File: config.mk
export PLATFORM = sky130hd
export DESIGN_NAME = wb_stage
export DESIGN_NICKNAME = d
export VERILOG_FILES = /design/src/rtl/wb_stage_pkg.sv /design/src/rtl/wb_load_ext.sv /design/src/rtl/wb_stage.sv
export SDC_FILE = /design/constraint.sdc
export NUM_CORES = 1
export LEC_CHECK = 0
export BUFFER_PORTS_ARGS = -buffer_cell sky130_fd_sc_hd__buf_2
export CAP_MARGIN = 20
export CORE_MARGIN = 1
export CORE_UTILIZATION = 40
export DETAILED_ROUTE_END_ITERATION = 10
export PLACE_DENSITY = 0.58
export SLEW_MARGIN = 20
export SYNTH_ARGS = -nofsm -noshare
export SYNTH_HDL_FRONTEND = slang
export SYNTH_SLANG_ARGS = --single-unit
File: constraint.sdc
create_clock -name clk -period 3.8 [get_ports clk]
set_input_delay 1.14 -clock clk [delete_from_list [all_inputs] [get_ports clk]]
set_output_delay 1.14 -clock clk [all_outputs]
set_load 0.01 [all_outputs]
File: src/rtl/wb_stage_pkg.sv
// Shared widths, constants and types for the write-back stage.
// Shared by wb_stage and wb_load_ext.
package wb_stage_pkg;
   localparam int REG_BUS = 64;
   localparam logic [REG_BUS-1:0] ZERO_WORD = '0;
   localparam int WB_FIFO_DEPTH = 2;
   localparam int WB_STARVE_LIMIT = 4;
   localparam logic [1:0] LSU_SIZE_B = 2'd0;
   localparam logic [1:0] LSU_SIZE_H = 2'd1;
   localparam logic [1:0] LSU_SIZE_W = 2'd2;
   localparam logic [1:0] LSU_SIZE_D = 2'd3;

   typedef struct packed {
      logic [4:0]         rd;
      logic [REG_BUS-1:0] data;
   } wb_entry_t;

   typedef enum logic [1:0] {
      SEL_NONE,
      SEL_ALU,
      SEL_LSU
   } wb_sel_t;
endpackage

File: src/rtl/wb_load_ext.sv
// Combinational load-data extraction: selects the addressed byte/half/word/dword
// from an aligned doubleword and sign- or zero-extends it to the register width.
module wb_load_ext
   import wb_stage_pkg::*;
(
   input  logic [REG_BUS-1:0] data,
   input  logic [2:0]         off,
   input  logic [1:0]         size,
   input  logic               zext,
   output logic [REG_BUS-1:0] ext
);
   logic [REG_BUS-1:0] shifted;

   always_comb begin
      // A full doubleword is always aligned, so its offset is ignored.
      shifted = (size == LSU_SIZE_D) ? data : (data >> {off, 3'b000});
      case (size)
         LSU_SIZE_B: ext = {{56{!zext && shifted[7]}},  shifted[7:0]};
         LSU_SIZE_H: ext = {{48{!zext && shifted[15]}}, shifted[15:0]};
         LSU_SIZE_W: ext = {{32{!zext && shifted[31]}}, shifted[31:0]};
         default:    ext = shifted;
      endcase
   end
endmodule

File: src/rtl/wb_stage.sv
// Write-back stage: arbitrates single-cycle ALU results against a 2-entry load
// buffer with starvation protection. Define WB_FWD_EN to expose fwd_* bypass ports.
module wb_stage
   import wb_stage_pkg::*;
(
   input  logic               clk,
   input  logic               rst,
   input  logic               alu_valid,
   output logic               alu_ready,
   input  logic [4:0]         alu_rd,
   input  logic               alu_wen,
   input  logic [REG_BUS-1:0] alu_data,
   input  logic               lsu_valid,
   output logic               lsu_ready,
   input  logic [4:0]         lsu_rd,
   input  logic [REG_BUS-1:0] lsu_data,
   input  logic [2:0]         lsu_off,
   input  logic [1:0]         lsu_size,
   input  logic               lsu_unsigned,
   output logic               w_ena,
   output logic [4:0]         w_addr,
   output logic [REG_BUS-1:0] w_data
`ifdef WB_FWD_EN
   ,
   output logic               fwd_valid,
   output logic [4:0]         fwd_addr,
   output logic [REG_BUS-1:0] fwd_data
`endif
);
   wb_entry_t          fifo_reg  [WB_FIFO_DEPTH];
   wb_entry_t          fifo_next [WB_FIFO_DEPTH];
   logic [1:0]         count_reg, count_next;
   logic [2:0]         age_reg, age_next;
   logic               w_ena_reg;
   logic [4:0]         w_addr_reg;
   logic [REG_BUS-1:0] w_data_reg;

   logic [REG_BUS-1:0] ext_data;
   logic               head_valid, starve, alu_cand, push, pop, wr_slot;
   wb_sel_t            sel;
   logic               sel_valid;
   logic [4:0]         sel_addr;
   logic [REG_BUS-1:0] sel_data;

   wb_load_ext u_load_ext (
      .data (lsu_data),
      .off  (lsu_off),
      .size (lsu_size),
      .zext (lsu_unsigned),
      .ext  (ext_data)
   );

   assign head_valid = (count_reg != 2'd0);
   assign starve     = head_valid && (age_reg == 3'(WB_STARVE_LIMIT));
   assign alu_cand   = alu_valid && alu_wen && (alu_rd != 5'd0);
   assign lsu_ready  = (count_reg < 2'(WB_FIFO_DEPTH));
   assign alu_ready  = !(starve && alu_valid);
   assign push       = lsu_valid && lsu_ready && (lsu_rd != 5'd0);
   assign pop        = (sel == SEL_LSU);

   always_comb begin
      sel = SEL_NONE;
      if (starve)
         sel = SEL_LSU;
      else if (alu_cand)
         sel = SEL_ALU;
      else if (head_valid)
         sel = SEL_LSU;
   end

   always_comb begin
      sel_valid = 1'b0;
      sel_addr  = 5'd0;
      sel_data  = ZERO_WORD;
      case (sel)
         SEL_ALU: begin
            sel_valid = 1'b1;
            sel_addr  = alu_rd;
            sel_data  = alu_data;
         end
         SEL_LSU: begin
            sel_valid = 1'b1;
            sel_addr  = fifo_reg[0].rd;
            sel_data  = fifo_reg[0].data;
         end
         default: ;
      endcase
   end

   // Slot 0 is always the head; a push never coincides with a pop from a full buffer,
   // so the free slot is 1 only when one entry stays resident.
   assign wr_slot = !pop && count_reg[0];

   always_comb begin
      for (int i = 0; i < WB_FIFO_DEPTH; i++)
         fifo_next[i] = fifo_reg[i];
      if (pop) begin
         for (int i = 0; i < WB_FIFO_DEPTH - 1; i++)
            fifo_next[i] = fifo_reg[i + 1];
         fifo_next[WB_FIFO_DEPTH - 1] = '0;
      end
      if (push)
         fifo_next[wr_slot] = '{rd: lsu_rd, data: ext_data};
   end

   always_comb begin
      count_next = count_reg;
      if (push && !pop)
         count_next = count_reg + 2'd1;
      else if (pop && !push)
         count_next = count_reg - 2'd1;
   end

   always_comb begin
      if (!head_valid || pop)
         age_next = 3'd0;
      else if (age_reg == 3'(WB_STARVE_LIMIT))
         age_next = age_reg;
      else
         age_next = age_reg + 3'd1;
   end

   always_ff @(posedge clk) begin
      if (rst) begin
         count_reg  <= 2'd0;
         age_reg    <= 3'd0;
         w_ena_reg  <= 1'b0;
         w_addr_reg <= 5'd0;
         w_data_reg <= ZERO_WORD;
         for (int i = 0; i < WB_FIFO_DEPTH; i++)
            fifo_reg[i] <= '0;
      end else begin
         count_reg  <= count_next;
         age_reg    <= age_next;
         w_ena_reg  <= sel_valid;
         w_addr_reg <= sel_addr;
         w_data_reg <= sel_data;
         for (int i = 0; i < WB_FIFO_DEPTH; i++)
            fifo_reg[i] <= fifo_next[i];
      end
   end

   assign w_ena  = w_ena_reg;
   assign w_addr = w_addr_reg;
   assign w_data = w_data_reg;

`ifdef WB_FWD_EN
   assign fwd_valid = sel_valid && !rst;
   assign fwd_addr  = sel_addr;
   assign fwd_data  = sel_data;
`endif
endmodule

==> impl_metrics.ini <==
[run_status]
status = complete, no violations

[cells_and_area]
syn2layout_area_growth_pct = 22.4
stdcell_area_um2 = 12700
finalNonFillerCells = 1691
largest_reg_flops = 138
nFillCells = 2466
drive_above_1_share = 0.261
fin_util = 0.501
final_nets = 1501
n_antenna_cell = 0

[global_routing]
grt_start_max_net_pins = 57
first_global_vias = 9149
grtUsageTotal = 0.259
gr-total-overflow = 0
grt_first_pass_wirelength_mm = 53.8
antenna_found_initial = 0

[cts]
cts_tree = built
cts_setup_buffers = 0
cts_buffers = 23
cts_root_buf = clkbuf_16
cts_buffer_depth = 3
hold_buffers = 0
htree_num_levels = 1
clkLatencyLatePin_ns = 0.51
clock_sinks = 213
cts_resized = 0
clkTransAtPathRegs_ns = 0.06

[timing]
finClkSkew_ns = 0.0120
rsz0062_at_grt = false
relSlewSlack = 0.419
holdWs_ns = 0.455
final-setup-viol-count = 0
max_freq_mhz = 327
hold_viol_final = 0
worstMarginPinSlew_ns = 0.872
fin_crit_sh = 0.804
finalCriticalPeriod_ns = 3.05
tns_ns = 0
slew_viol_final = 0

[setup_path]
required_ns = 4.21
cp_data_arrival_time_ns = 3.46
cp_max_fo = 46
reg2reg_to = fifo_reg[0][22]$_SDFF_PP0_
end_kind = flop
path_class = in2reg
crit_path_start = alu_rd[2]
reg2reg_slack_ns = 0.90
endpoint = fifo_reg[0][63]$_SDFF_PP0_
r2r_cells = 12
critPathLaunchType = input pin
r2r_start = age_reg[0]$_SDFFE_PP0P_

[synth]
synthArstFlopShare = 0
ys_types = 72
muxShareOfSynthArea = 0.125
syn_avg_cell_area_um2 = 8.97
syn_inst = 1153
seq_area_frac_synth = 0.412
yosys.area_share.adder = 0.00605
synth_compound_area_frac = 0.278
yosys_warnings = 0
synth-xor-area-share = 0.00254
yosys.area_share.simple = 0.123
mappedNetlistNets = 1307
synth-seq-cells = 213
synth_ff_type = dfxtp_1
synth_area_um2 = 10300
synth-edff-count = 0
synth_top_family_by_area = compound AO/OA/AOI/OAI gates

[routing]
ant_nets = 0
drc = 0
drt-pass1-iter-count = 7
drtIter0Drc = 803
wl_mm = 34.6
wl_per_cell_um = 20.5
vias = 10000
via_per_inst = 5.91

[placed_design]
placed_cells_incl_taps = 1652
hpwl_mm = 24.9
placed_cell_area_um2 = 12000
io_buffers = 220
place.gp.congestion = 0.920

[power]
cellPowerDensity_nw_per_um2 = 556
ir_drop_mv = 0.373
power_leakage_nw = 5.11

[run]
drv_cap = 0

[die]
die_area_um2 = 26500
start_util = 0.409
coreArea_um2 = 25300
die_y_um = 163
io_pins = 221
std_cell_rows = 58
die_w_um = 163

[min_path]
hp-class = reg2reg
min_from = fifo_reg[0][136]$_SDFF_PP0_
where the power goes:
part	internal [mW]	leakage, nW	switching [mW]
clock	1.19	0.341	0.885
combinational	0.854	3.04	1.38
sequential	2.54	1.73	0.189
total	4.58	5.11	2.45
per-layer routing:
| layer | routed length [µm] | global-route usage | up-vias |
|---|---|---|---|
| met4 | 631 | 0.0607 | 0 |
| li1 | - | - | 4697 |
| met1 | 15700 | 0.364 | 4892 |
| met2 | 15900 | 0.410 | 371 |
| met5 | 0 | 0 | - |
| met3 | 2350 | 0.0435 | 41 |
metrics by stage:
stage | worst slack, ns | total power [mW]
after CTS | 0.750 | 7.08
final | 0.745 | 7.03
after detailed placement | 0.224 | 5.00
after global placement | 0.247 | 4.98
after global routing | 0.602 | 7.41
after floorplan | 0.218 | 4.17
logic make-up (layout without fill, tap and decap cells):
logic type / after synthesis / count (layout)
adder cells (fa/ha/maj): 5 / 5
XOR/XNOR: 3 / 3
AO/OA/AOI/OAI: 394 / 394
buffers and inverters: 128 / 336
AND/OR/NAND/NOR: 292 / 292
flip-flops: 213 / 213
multiplexers: 118 / 118
cell type report:
type	count	area (µm²)	share of cell area
clock buffer	34	657	0.0519
clock inverter	5	28.8	0.00227
inverter	19	71.3	0.00564
multi-input combinational	812	5570	0.440
sequential	213	4260	0.337
tap	330	413	0.0326
timing repair buffer	278	1650	0.130
cell usage in the layout, fill, tap and decap left out, types with 4 or more instances in the layout:
master / count
o21ai_0: 60
clkbuf_16: 23
clkinv_2: 4
mux4_2: 8
a21oi_1: 43
nor3_1: 8
nand3_1: 18
a211oi_1: 36
mux2i_1: 107
nor2b_1: 17
nand2_1: 104
or2_2: 4
inv_1: 18
o221ai_1: 6
a22o_1: 6
clkbuf_8: 4
o2bb2ai_1: 7
o211ai_1: 31
nand2b_1: 6
dfxtp_1: 213
a2bb2oi_1: 4
buf_4: 49
a221oi_1: 32
nor2_1: 118
o22ai_1: 16
o221a_2: 5
clkbuf_1: 7
buf_12: 9
a22oi_1: 110
buf_2: 220
a211oi_2: 5
critical path, stage by stage:
cell and delay [ns]:
buf_2 0.11, or3_1 0.36, o311a_1 0.33, a21oi_1 0.28, ha_4 0.25, buf_4 0.53
mux2i_1 0.15, a221oi_1 0.29
Yosys cell counts (3+ instances only):
cell | n | area, µm²
o211ai_1 | 31 | 233
o31ai_1 | 3 | 22.5
inv_1 | 18 | 67.6
a32o_1 | 3 | 30.0
o221a_2 | 5 | 56.3
nor3_1 | 8 | 40.0
buf_2 | 22 | 110
or2_2 | 4 | 25.0
o21ai_0 | 60 | 300
clkbuf_1 | 72 | 270
a22oi_1 | 110 | 826
a21oi_1 | 43 | 215
buf_4 | 9 | 67.6
nand2_1 | 104 | 390
a211oi_2 | 5 | 62.6
mux2i_1 | 107 | 1070
nor2_1 | 120 | 450
nor2b_1 | 17 | 106
o22ai_1 | 16 | 100
a2bb2oi_1 | 4 | 35.0
a22o_1 | 6 | 52.6
o2bb2ai_1 | 7 | 61.3
o221ai_1 | 6 | 52.6
buf_1 | 5 | 18.8
a211oi_1 | 36 | 270
ha_1 | 5 | 62.6
nand2b_1 | 6 | 37.5
dfxtp_1 | 213 | 4260
a221oi_1 | 32 | 280
mux4_2 | 8 | 180
nand3_1 | 18 | 90.1
how the worst min path moves through the flow:
| stage | to | slack (ns) | depth (start not counted) |
|---|---|---|---|
| 2_1_floorplan | fifo_reg[0][79]$_SDFF_PP0_ | 0.44 | 2 |
| 3_3_place_gp | fifo_reg[0][134]$_SDFF_PP0_ | 0.44 | 2 |
| 3_5_place_dp | fifo_reg[0][136]$_SDFF_PP0_ | 0.45 | 2 |
| 4_1_cts | fifo_reg[0][136]$_SDFF_PP0_ | 0.46 | 2 |
| 5_1_grt | fifo_reg[0][135]$_SDFF_PP0_ | 0.47 | 2 |
| 6_report | fifo_reg[0][136]$_SDFF_PP0_ | 0.45 | 2 |
Power figures use the tool's default switching activity.
